--- config.mk ---
export PLATFORM = sky130hd
export DESIGN_NAME = scan_test_ctrl
export DESIGN_NICKNAME = d
export VERILOG_FILES = /design/src/rtl/scan_test_pkg.sv /design/src/rtl/scan_step_cnt.sv /design/src/rtl/scan_test_ctrl.sv
export SDC_FILE = /design/constraint.sdc
export NUM_CORES = 1
export LEC_CHECK = 0
export BUFFER_PORTS_ARGS = -buffer_cell sky130_fd_sc_hd__buf_2
export CAP_MARGIN = 10
export CORE_MARGIN = 4
export CORE_UTILIZATION = 40
export CTS_CLUSTER_DIAMETER = 40
export DETAILED_ROUTE_END_ITERATION = 12
export GPL_ROUTABILITY_DRIVEN = 0
export SKIP_CTS_REPAIR_TIMING = 1
export SLEW_MARGIN = 25
export SYNTH_ARGS = -nofsm -noshare
export SYNTH_HDL_FRONTEND = slang
export SYNTH_SLANG_ARGS = --single-unit
--- constraint.sdc ---
create_clock -name clk -period 2.82 [get_ports clk]
set_input_delay 0.564 -clock clk [delete_from_list [all_inputs] [get_ports clk]]
set_output_delay 0.564 -clock clk [all_outputs]
set_load 0.05 [all_outputs]
--- src/rtl/scan_test_pkg.sv ---
// Shared types and constants for the scan test controller.
//   state_t    : sequencer state encoding
//   cnt_width  : bits needed to hold a count of 0..n
//   DEF_*      : default chain geometry
package scan_test_pkg;

    localparam int unsigned DEF_CHAIN_LEN   = 64;
    localparam int unsigned DEF_CHAINS      = 4;
    localparam int unsigned MAX_CAPTURE_CYC = 15;

    typedef enum logic [2:0] {
        S_IDLE,
        S_SHIFT,
        S_CAPTURE,
        S_UNLOAD,
        S_DONE
    } state_t;

    function automatic int unsigned cnt_width(input int unsigned n);
        return $clog2(n + 1);
    endfunction

endpackage

--- src/rtl/scan_step_cnt.sv ---
// Loadable up-counter with enable, synchronous clear and terminal-count flag.
// The counter wraps to zero on the enabled step taken while last is high,
// so a phase of TERM steps needs no extra clear from the parent.
// Ports:
//   clk, rst     : clock, asynchronous active-low reset
//   clr          : synchronous clear (highest priority)
//   load/load_val: synchronous load
//   en           : count one step
//   last         : count equals TERM-1 (the current step is the final one)
module scan_step_cnt #(
    parameter int unsigned WIDTH = 4,
    parameter int unsigned TERM  = 4
) (
    input  logic             clk,
    input  logic             rst,
    input  logic             clr,
    input  logic             load,
    input  logic [WIDTH-1:0] load_val,
    input  logic             en,
    output logic             last
);

    logic [WIDTH-1:0] count;

    assign last = (count == WIDTH'(TERM - 1));

    always_ff @(posedge clk or negedge rst) begin
        if (!rst) begin
            count <= '0;
        end else if (clr) begin
            count <= '0;
        end else if (load) begin
            count <= load_val;
        end else if (en) begin
            count <= last ? '0 : count + 1'b1;
        end
    end

endmodule

--- src/rtl/scan_test_ctrl.sv ---
// Scan test sequencer: shifts patterns from a source into the scan chains,
// runs capture cycles, and streams responses to a sink. Unloading of the
// response to pattern k overlaps with loading of pattern k+1.
// Ports:
//   clk, rst                 : clock, asynchronous active-low reset
//   start, abort             : run control
//   num_patterns             : pattern count, latched on start
//   busy, done, pat_idx      : status
//   pat_valid/pat_data/pat_ready    : pattern source handshake
//   resp_valid/resp_data/resp_ready : response sink handshake
//   scan_en, scan_in, scan_out      : scan chain interface
//   cut_clk_en               : core clock enable
module scan_test_ctrl
    import scan_test_pkg::*;
#(
    parameter int unsigned CHAIN_LEN   = DEF_CHAIN_LEN,
    parameter int unsigned CHAINS      = DEF_CHAINS,
    parameter int unsigned CAPTURE_CYC = 1
) (
    input  logic              clk,
    input  logic              rst,
    input  logic              start,
    input  logic              abort,
    input  logic [15:0]       num_patterns,
    output logic              busy,
    output logic              done,
    output logic [15:0]       pat_idx,
    input  logic              pat_valid,
    input  logic [CHAINS-1:0] pat_data,
    output logic              pat_ready,
    output logic              resp_valid,
    output logic [CHAINS-1:0] resp_data,
    input  logic              resp_ready,
    output logic              scan_en,
    output logic [CHAINS-1:0] scan_in,
    input  logic [CHAINS-1:0] scan_out,
    output logic              cut_clk_en
);

    localparam int unsigned BIT_W = cnt_width(CHAIN_LEN);
    localparam int unsigned CAP_W = cnt_width(MAX_CAPTURE_CYC);

    state_t      state;
    logic [15:0] pat_cnt;
    logic [15:0] pat_total;

    logic in_shift, in_capture, in_unload;
    logic step, bit_last, cap_last;
    logic start_go, abort_go, cnt_clr;

    assign in_shift   = (state == S_SHIFT);
    assign in_capture = (state == S_CAPTURE);
    assign in_unload  = (state == S_UNLOAD);
    assign start_go   = (state == S_IDLE) && start;
    assign abort_go   = (state != S_IDLE) && abort;
    assign cnt_clr    = start_go || abort_go;

    // Handshake outputs are pure decodes of state and the opposite-side
    // input, so pat_ready never looks at pat_valid and resp_valid never
    // looks at resp_ready. A shift step moves one slice in and, once a
    // previous response is in the chain, one slice out at the same time.
    always_comb begin
        busy       = (state != S_IDLE);
        done       = (state == S_DONE);
        pat_idx    = pat_cnt;
        scan_en    = in_shift || in_unload;
        scan_in    = '0;
        pat_ready  = 1'b0;
        resp_valid = 1'b0;
        resp_data  = '0;
        step       = 1'b0;
        if (in_shift) begin
            scan_in    = pat_data;
            pat_ready  = (pat_cnt == '0) || resp_ready;
            resp_valid = (pat_cnt != '0) && pat_valid;
            resp_data  = scan_out;
            step       = pat_valid && pat_ready;
        end else if (in_unload) begin
            resp_valid = 1'b1;
            resp_data  = scan_out;
            step       = resp_ready;
        end
        cut_clk_en = step || in_capture;
    end

    scan_step_cnt #(
        .WIDTH(BIT_W),
        .TERM (CHAIN_LEN)
    ) u_bit_cnt (
        .clk     (clk),
        .rst     (rst),
        .clr     (cnt_clr),
        .load    (1'b0),
        .load_val('0),
        .en      (step),
        .last    (bit_last)
    );

    scan_step_cnt #(
        .WIDTH(CAP_W),
        .TERM (CAPTURE_CYC)
    ) u_cap_cnt (
        .clk     (clk),
        .rst     (rst),
        .clr     (cnt_clr),
        .load    (1'b0),
        .load_val('0),
        .en      (in_capture),
        .last    (cap_last)
    );

    always_ff @(posedge clk or negedge rst) begin
        if (!rst) begin
            state     <= S_IDLE;
            pat_cnt   <= '0;
            pat_total <= '0;
        end else if (abort_go) begin
            state     <= S_IDLE;
            pat_cnt   <= '0;
            pat_total <= '0;
        end else begin
            case (state)
                S_IDLE: begin
                    if (start) begin
                        pat_cnt   <= '0;
                        pat_total <= num_patterns;
                        state     <= (num_patterns != '0) ? S_SHIFT : S_DONE;
                    end
                end
                S_SHIFT: begin
                    if (step && bit_last) begin
                        state <= S_CAPTURE;
                    end
                end
                S_CAPTURE: begin
                    if (cap_last) begin
                        pat_cnt <= pat_cnt + 16'd1;
                        state   <= (pat_cnt + 16'd1 == pat_total) ? S_UNLOAD : S_SHIFT;
                    end
                end
                S_UNLOAD: begin
                    if (step && bit_last) begin
                        state <= S_DONE;
                    end
                end
                S_DONE: begin
                    pat_cnt <= '0;
                    state   <= S_IDLE;
                end
                default: begin
                    state <= S_IDLE;
                end
            endcase
        end
    end

endmodule

* Word level (Yosys, flattened, before mapping)
Index checks and enable logic that the tools add are counted.
Word-level totals: bits in latches 0, memory bits (writable) 0, memory bits (read-only) 0, flip-flop bits (word level) 46, output and inout bits 30, memories 0, word-level logic and storage cells 70, input port bits 30
Cells by class: $lt $le $gt $ge 0, shift-type cells 0, equality and inequality tests 10, div/mod/pow operators 0, mux-type cells 29, bitwise operators 0, multiply operators 0, reductions and logical operators 23, add/sub/neg operators 3
Operators with widths (number):
- 16-bit two-way mux | 6
- 16-bit case mux with 3 select lines | 1
- 16-bit nonzero test | 2
- 4-bit two-way mux | 6
- 7-bit two-way mux | 3
- 3-bit two-way mux | 6
- 16-bit by 1-bit adder with 16-bit output, second input constant | 1
- 16-bit == test | 1
- 16-bit zero test | 1
- 3-bit case mux with 4 select lines | 1
- 3-bit by 1-bit inequality test with 1-bit output, second input constant | 3
- 2-bit nonzero test | 4
- 7-bit by 1-bit adder with 7-bit output, second input constant | 1
- 7-bit by 6-bit == test with 1-bit output, second input constant | 1
- 3-bit by 2-bit == test with 1-bit output, second input constant | 2
- 1-bit logical AND | 5
- 1-bit two-way mux | 5
- 4-bit by 1-bit adder with 4-bit output, second input constant | 1
- 4-bit zero test | 1
- 1-bit logical OR | 4
- 4-bit AND reduction | 1
- 4-bit nonzero test | 1
- 3-bit by 1-bit == test with 1-bit output, second input constant | 1
- 3-bit == test, second input constant | 1
- 6 further kinds | 6

* Logic depth before layout (Yosys ltp)
word-level depth 8, mapped depth 9, mapped depth without buffers 8

* Hierarchy
A second synthesis with hierarchy kept.
Second synthesis, totals: cell total of the unflattened synthesis 342, area total of the unflattened synthesis 3071.7 um^2
By module, submodules not included:
- scan_test_ctrl | cells an instance 264, instances 1, area an instance 2338.5 um^2
- scan_step_cnt (u_bit_cnt) | cells an instance 48, instances 1, area an instance 449.2 um^2
- scan_step_cnt (u_cap_cnt) | cells an instance 30, instances 1, area an instance 284.0 um^2

* Least setup slack after synthesis
No wires, ideal clock.
path kind register to output, start point reg pat_cnt[0], in the netlist pat_idx[0], end point out pat_ready, setup slack -0.242 ns, data arrival time 2.498 ns, stages on the path, launching flop included 7, required time 2.256 ns, cell sequence dfrtp_1 buf_2 inv_1 ha_1 nor4b_4 a41oi_2 nor3_1
Between the ends: cells in the longest elaborated chain, start to end 3
RTL lines:
- from (decl) | RTL line scan_test_ctrl.sv:44 | logic [15:0] pat_cnt;
- from (signal assigned) | RTL line scan_test_ctrl.sv:137 | pat_cnt <= pat_cnt + 16'd1;
- 16-bit zero test | RTL line scan_test_ctrl.sv:74 | pat_ready = (pat_cnt == '0) || resp_ready;
- 1-bit logical OR | RTL line scan_test_ctrl.sv:74
- 1-bit two-way mux | RTL line scan_test_ctrl.sv:72 | if (in_shift) begin
- to (decl) | RTL line scan_test_ctrl.sv:30 | output logic pat_ready,
Every way passes these cells.

* Worst setup path in the final report
start point reg pat_cnt[13], in the netlist pat_idx[13], end point out cut_clk_en
Between the ends: cells in the longest elaborated chain, start to end 5
RTL lines:
- 16-bit zero test | RTL line scan_test_ctrl.sv:74
- 1-bit logical OR | RTL line scan_test_ctrl.sv:74
- 1-bit logical AND | RTL line scan_test_ctrl.sv:77 | step = pat_valid && pat_ready;
- 1-bit two-way mux | RTL line scan_test_ctrl.sv:72
- 1-bit logical OR | RTL line scan_test_ctrl.sv:83 | cut_clk_en = step || in_capture;
- to (decl) | RTL line scan_test_ctrl.sv:37 | output logic cut_clk_en
Every way passes these cells.

==> flow_summary.html <==
<table>
<tr><th>Metric</th><th>Value</th></tr>
<tr><th colspan="2">STA</th></tr>
<tr><td>Highest achievable clock rate</td><td>369.4 MHz</td></tr>
<tr><td>Post-layout minimum cycle time</td><td>2.707 ns</td></tr>
<tr><td>Final Cycle Share</td><td>95.99%</td></tr>
<tr><td>Final Hold Slack</td><td>0.1268 ns</td></tr>
<tr><td>Max-slew headroom at the worst pin</td><td>46.64%</td></tr>
<tr><td>Max Slew Vio Count</td><td>0</td></tr>
<tr><td>Setup-failing EPs final</td><td>0</td></tr>
<tr><td>Number of endpoints with negative hold slack in the final report</td><td>0</td></tr>
<tr><td>Least-Margin Pin Slew</td><td>0.8004 ns</td></tr>
<tr><td>Clock Skews</td><td>0.01058 ns</td></tr>
<tr><th colspan="2">Route</th></tr>
<tr><td>Iter 0 DRT Violations</td><td>146</td></tr>
<tr><td>DR vias/cell</td><td>5.552</td></tr>
<tr><td>Number of nets with antenna violations after detailed routing</td><td>0</td></tr>
<tr><td>Via count</td><td>2665</td></tr>
<tr><td>TritonRoute pass-1 iters</td><td>4</td></tr>
<tr><td>DRC</td><td>0</td></tr>
<tr><td>Wire per inst</td><td>16.44 um</td></tr>
<tr><td>Detailed-route wire length</td><td>7891 um</td></tr>
<tr><th colspan="2">Clocking</th></tr>
<tr><td>Number of buffers created by CTS</td><td>5</td></tr>
<tr><td>Cell at the root of the clock tree</td><td>sky130_fd_sc_hd__clkbuf_8</td></tr>
<tr><td>Clk pin slew, worst setup/hold paths</td><td>0.09 ns</td></tr>
<tr><td>H-tree levels</td><td>2</td></tr>
<tr><td>Number of buffers on the longest clock path</td><td>2</td></tr>
<tr><td>CTS tree</td><td>done</td></tr>
<tr><td>Sink count of the clock tree</td><td>46</td></tr>
<tr><td>Clock latency at the later pin of the worst-skew pair</td><td>0.30 ns</td></tr>
<tr><th colspan="2">Synthesis</th></tr>
<tr><td>Post-Syn Area</td><td>0.002985 mm^2</td></tr>
<tr><td>Proportion of register bits with asynchronous set or reset after synthesis</td><td>100.0%</td></tr>
<tr><td>Distinct cell type count of the synthesized netlist</td><td>60</td></tr>
<tr><td>Flip-flop and latch count after synthesis</td><td>46</td></tr>
<tr><td>Dominant register cell in the synthesized netlist</td><td>sky130_fd_sc_hd__dfrtp_1</td></tr>
<tr><td>Yosys Warn Count</td><td>0</td></tr>
<tr><td>Post-synth EDFFs</td><td>0</td></tr>
<tr><td>Synthesized instance count</td><td>326</td></tr>
<tr><td>Portion of the post-synthesis area used by sequential elements</td><td>38.56%</td></tr>
<tr><td>Mapped Nets</td><td>361</td></tr>
<tr><td>Avg Synthesized Cell Area</td><td>9.158 um^2</td></tr>
<tr><th colspan="2">Critical path</th></tr>
<tr><td>Launching instance or port of the critical path</td><td>pat_idx[13]$_DFFE_PN0P_</td></tr>
<tr><td>Startpoint kind of the worst setup timing path</td><td>register</td></tr>
<tr><td>Buf+Inv Stages, Crit Path</td><td>1</td></tr>
<tr><td>Highest fanout seen on the critical path</td><td>8</td></tr>
<tr><td>Worst-path cell with the longest stage delay</td><td>sky130_fd_sc_hd__nor3_1</td></tr>
<tr><td>Critical Path, Cell by Cell</td><td>nor3_1 &gt; a41oi_4 &gt; nor2_2 &gt; nand2_2 &gt; nand2_1 &gt; clkbuf_4</td></tr>
<tr><td>CP endpoint kind</td><td>output pin</td></tr>
<tr><td>Worst endpoint required time</td><td>2.26 ns</td></tr>
<tr><td>Startpoint of the worst-slack reg-to-reg timing path</td><td>pat_idx[1]$_DFFE_PN0P_</td></tr>
<tr><td>Type of the worst setup path</td><td>reg2out</td></tr>
<tr><td>Dominant delay contributor by cell family on the critical path</td><td>simple AND/OR/NAND/NOR gates</td></tr>
<tr><td>Signal arrival time at the worst endpoint</td><td>2.14 ns</td></tr>
<tr><td>Maximum single-stage delay on the critical path</td><td>0.53 ns</td></tr>
<tr><th colspan="2">GRT</th></tr>
<tr><td>Largest net degree at the start of global routing</td><td>36</td></tr>
<tr><td>Combined global-route utilization of all metal layers</td><td>18.75%</td></tr>
<tr><td>First-pass GRT wire length</td><td>13120 um</td></tr>
<tr><td>Initial antenna violation count</td><td>0</td></tr>
<tr><td>Total overflow reported by the global router</td><td>0</td></tr>
<tr><td>Vias in the first global route</td><td>2471</td></tr>
<tr><th colspan="2">Worst hold path</th></tr>
<tr><td>Type of the most critical hold path</td><td>in2async</td></tr>
<tr><th colspan="2">Run status</th></tr>
<tr><td>Status</td><td>completed</td></tr>
<tr><th colspan="2">Floorplanning</th></tr>
<tr><td>DIE AREA</td><td>0.008909 mm^2</td></tr>
<tr><td>Die boundary height</td><td>94.39 um</td></tr>
<tr><td>Io pins</td><td>60</td></tr>
<tr><td>Initial cell density of the core</td><td>41.16%</td></tr>
<tr><td>Core Rows</td><td>31</td></tr>
<tr><td>Die X-Extent</td><td>94.39 um</td></tr>
<tr><td>Core box area</td><td>0.007253 mm^2</td></tr>
<tr><th colspan="2">Finish</th></tr>
<tr><td>FF/Latch Area</td><td>0.001151 mm^2</td></tr>
<tr><td>Total Nets Final</td><td>415</td></tr>
<tr><td>Filler cell count</td><td>727</td></tr>
<tr><td>Share of post-route cells with drive strength above 1</td><td>23.88%</td></tr>
<tr><td>Multi-input gate area</td><td>0.001723 mm^2</td></tr>
<tr><td>Area Growth Syn to Fin</td><td>17.23%</td></tr>
<tr><td>Antenna Diode Count</td><td>0</td></tr>
<tr><th colspan="2">Job</th></tr>
<tr><td>Max_cap viols</td><td>0</td></tr>
<tr><th colspan="2">Placement</th></tr>
<tr><td>Quantity of I/O buffers inserted on ports</td><td>59</td></tr>
<tr><td>Final HPWL from detailed placement</td><td>5912 um</td></tr>
<tr><th colspan="2">Power and ir drop</th></tr>
<tr><td>Leakage power</td><td>1.632 nW</td></tr>
<tr><td>Total power divided by cell area</td><td>670.5 mW/mm^2</td></tr>
<tr><td>Worst vdd rail ir drop</td><td>0.2948 mV</td></tr>
<tr><td>Post-route total power</td><td>0.002347 W</td></tr>
</table>
-- worst register-to-register path, stage by stage, from the launching register on --
cell                        delay [ns]
sky130_fd_sc_hd__dfrtp_1          0.50
sky130_fd_sc_hd__ha_1             0.39
sky130_fd_sc_hd__and3_1           0.34
sky130_fd_sc_hd__and3_1           0.32
sky130_fd_sc_hd__nor4b_1          0.09
sky130_fd_sc_hd__a211o_1          0.27
sky130_fd_sc_hd__o2111ai_1        0.19
sky130_fd_sc_hd__nand2_1          0.08
-- cell usage in the layout (no fill, tap or decap), drive strengths merged, types with 4 or more instances in the layout --
master / n
a21oi: 16
a22o: 17
and2: 9
and3: 10
buf: 67
clkbuf: 7
dfrtp: 46
ha: 5
inv: 7
nand2: 28
nand3: 7
nand4: 11
nor2: 27
nor3: 9
nor3b: 5
nor4: 8
o21ai: 24
o41ai: 4
or3: 5
xnor2: 14
xor2: 12
-- cell families after synthesis --
logic type / count (synthesis) / synth area share, %
AO/OA/AOI/OAI: 84 / 19.82
XOR/XNOR: 27 / 8.382
adder cells (fa/ha/maj): 5 / 2.096
buffers and inverters: 28 / 4.569
flip-flops: 46 / 38.56
multiplexers: 2 / 0.6706
AND/OR/NAND/NOR: 134 / 25.90
-- final cells by class --
type	count	area share, %
clock buffer	6	2.074
clock inverter	2	1.073
timing repair buffer	68	10.44
inverter	7	0.7508
multi-input combinational	252	49.23
sequential	46	32.89
tap	99	3.540
-- metal layers --
layer / global-route usage (%) / up-vias / share of wire (%)
met2: 28.25 / 53 / 46
met4: 3.730 / 0 / 0.38
met1: 28.54 / 1299 / 50
met5: 0 / - / 0
li1: - / 1311 / -
met3: 2.869 / 2 / 4.2
-- path summary, 6_finish.rpt --
check | depth (start not counted) | slack, ns | end
min reg2reg | 1 | 0.52 | u_bit_cnt.count[5]$_DFFE_PN0P_
min in group clk | 2 | 0.50 | pat_total[14]$_DFFE_PN0P_
max reg2reg | 7 | 0.53 | state[1]$_DFFE_PN0P_
max | 6 | 0.11 | cut_clk_en
max in group asynchronous | 2 | 1.94 | u_bit_cnt.count[2]$_DFFE_PN0P_
min | 1 | 0.13 | pat_idx[8]$_DFFE_PN0P_
-- power breakdown --
part | internal, W | leakage (nW) | switching [W] | total [W]
combinational | 0.000339 | 0.960 | 0.000582 | 0.000922
sequential | 0.000775 | 0.620 | 0.000155 | 0.000929
clock | 0.000265 | 0.0514 | 0.000231 | 0.000496
-- state kept, by name (all words and copies together) (netlist names) --
name,count
pat_idx,16
pat_total,16
u_bit_cnt.count,7
u_cap_cnt.count,4
state,3
-- per-stage QoR --
| stage | instances | instance area, um^2 | setup WS, ns | TNS [ns] | util, % |
|---|---|---|---|---|---|
| 6_report | 480 | 3500 | 0.1132 | 0 | 48.25 |
| 3_3_place_gp | 472 | 3367 | 0.4456 | 0 | 46.42 |
| 5_1_grt | 480 | 3500 | -0.03890 | -0.03890 | 48.25 |
| 3_5_place_dp | 472 | 3367 | 0.3875 | 0 | 46.42 |
| 2_1_floorplan | 326 | 2990 | 0.1700 | 0 | - |
| 4_1_cts | 480 | 3477 | 0.03487 | 0 | 47.94 |
-- synth_stat cells, drive strengths merged (9+ instances only) --
cell type	number	area share [%]
and2	9	1.9
nor3	9	1.8
a22o	17	5.0
nor2	27	3.7
a21oi	16	2.8
nand4	11	2.3
o21ai	24	4.0
nand2	28	3.6
dfrtp	46	39
xnor2	14	4.1
and3	10	2.1
buf	13	2.7
xor2	12	3.5
Note: power is estimated with default switching activity, not from simulation.
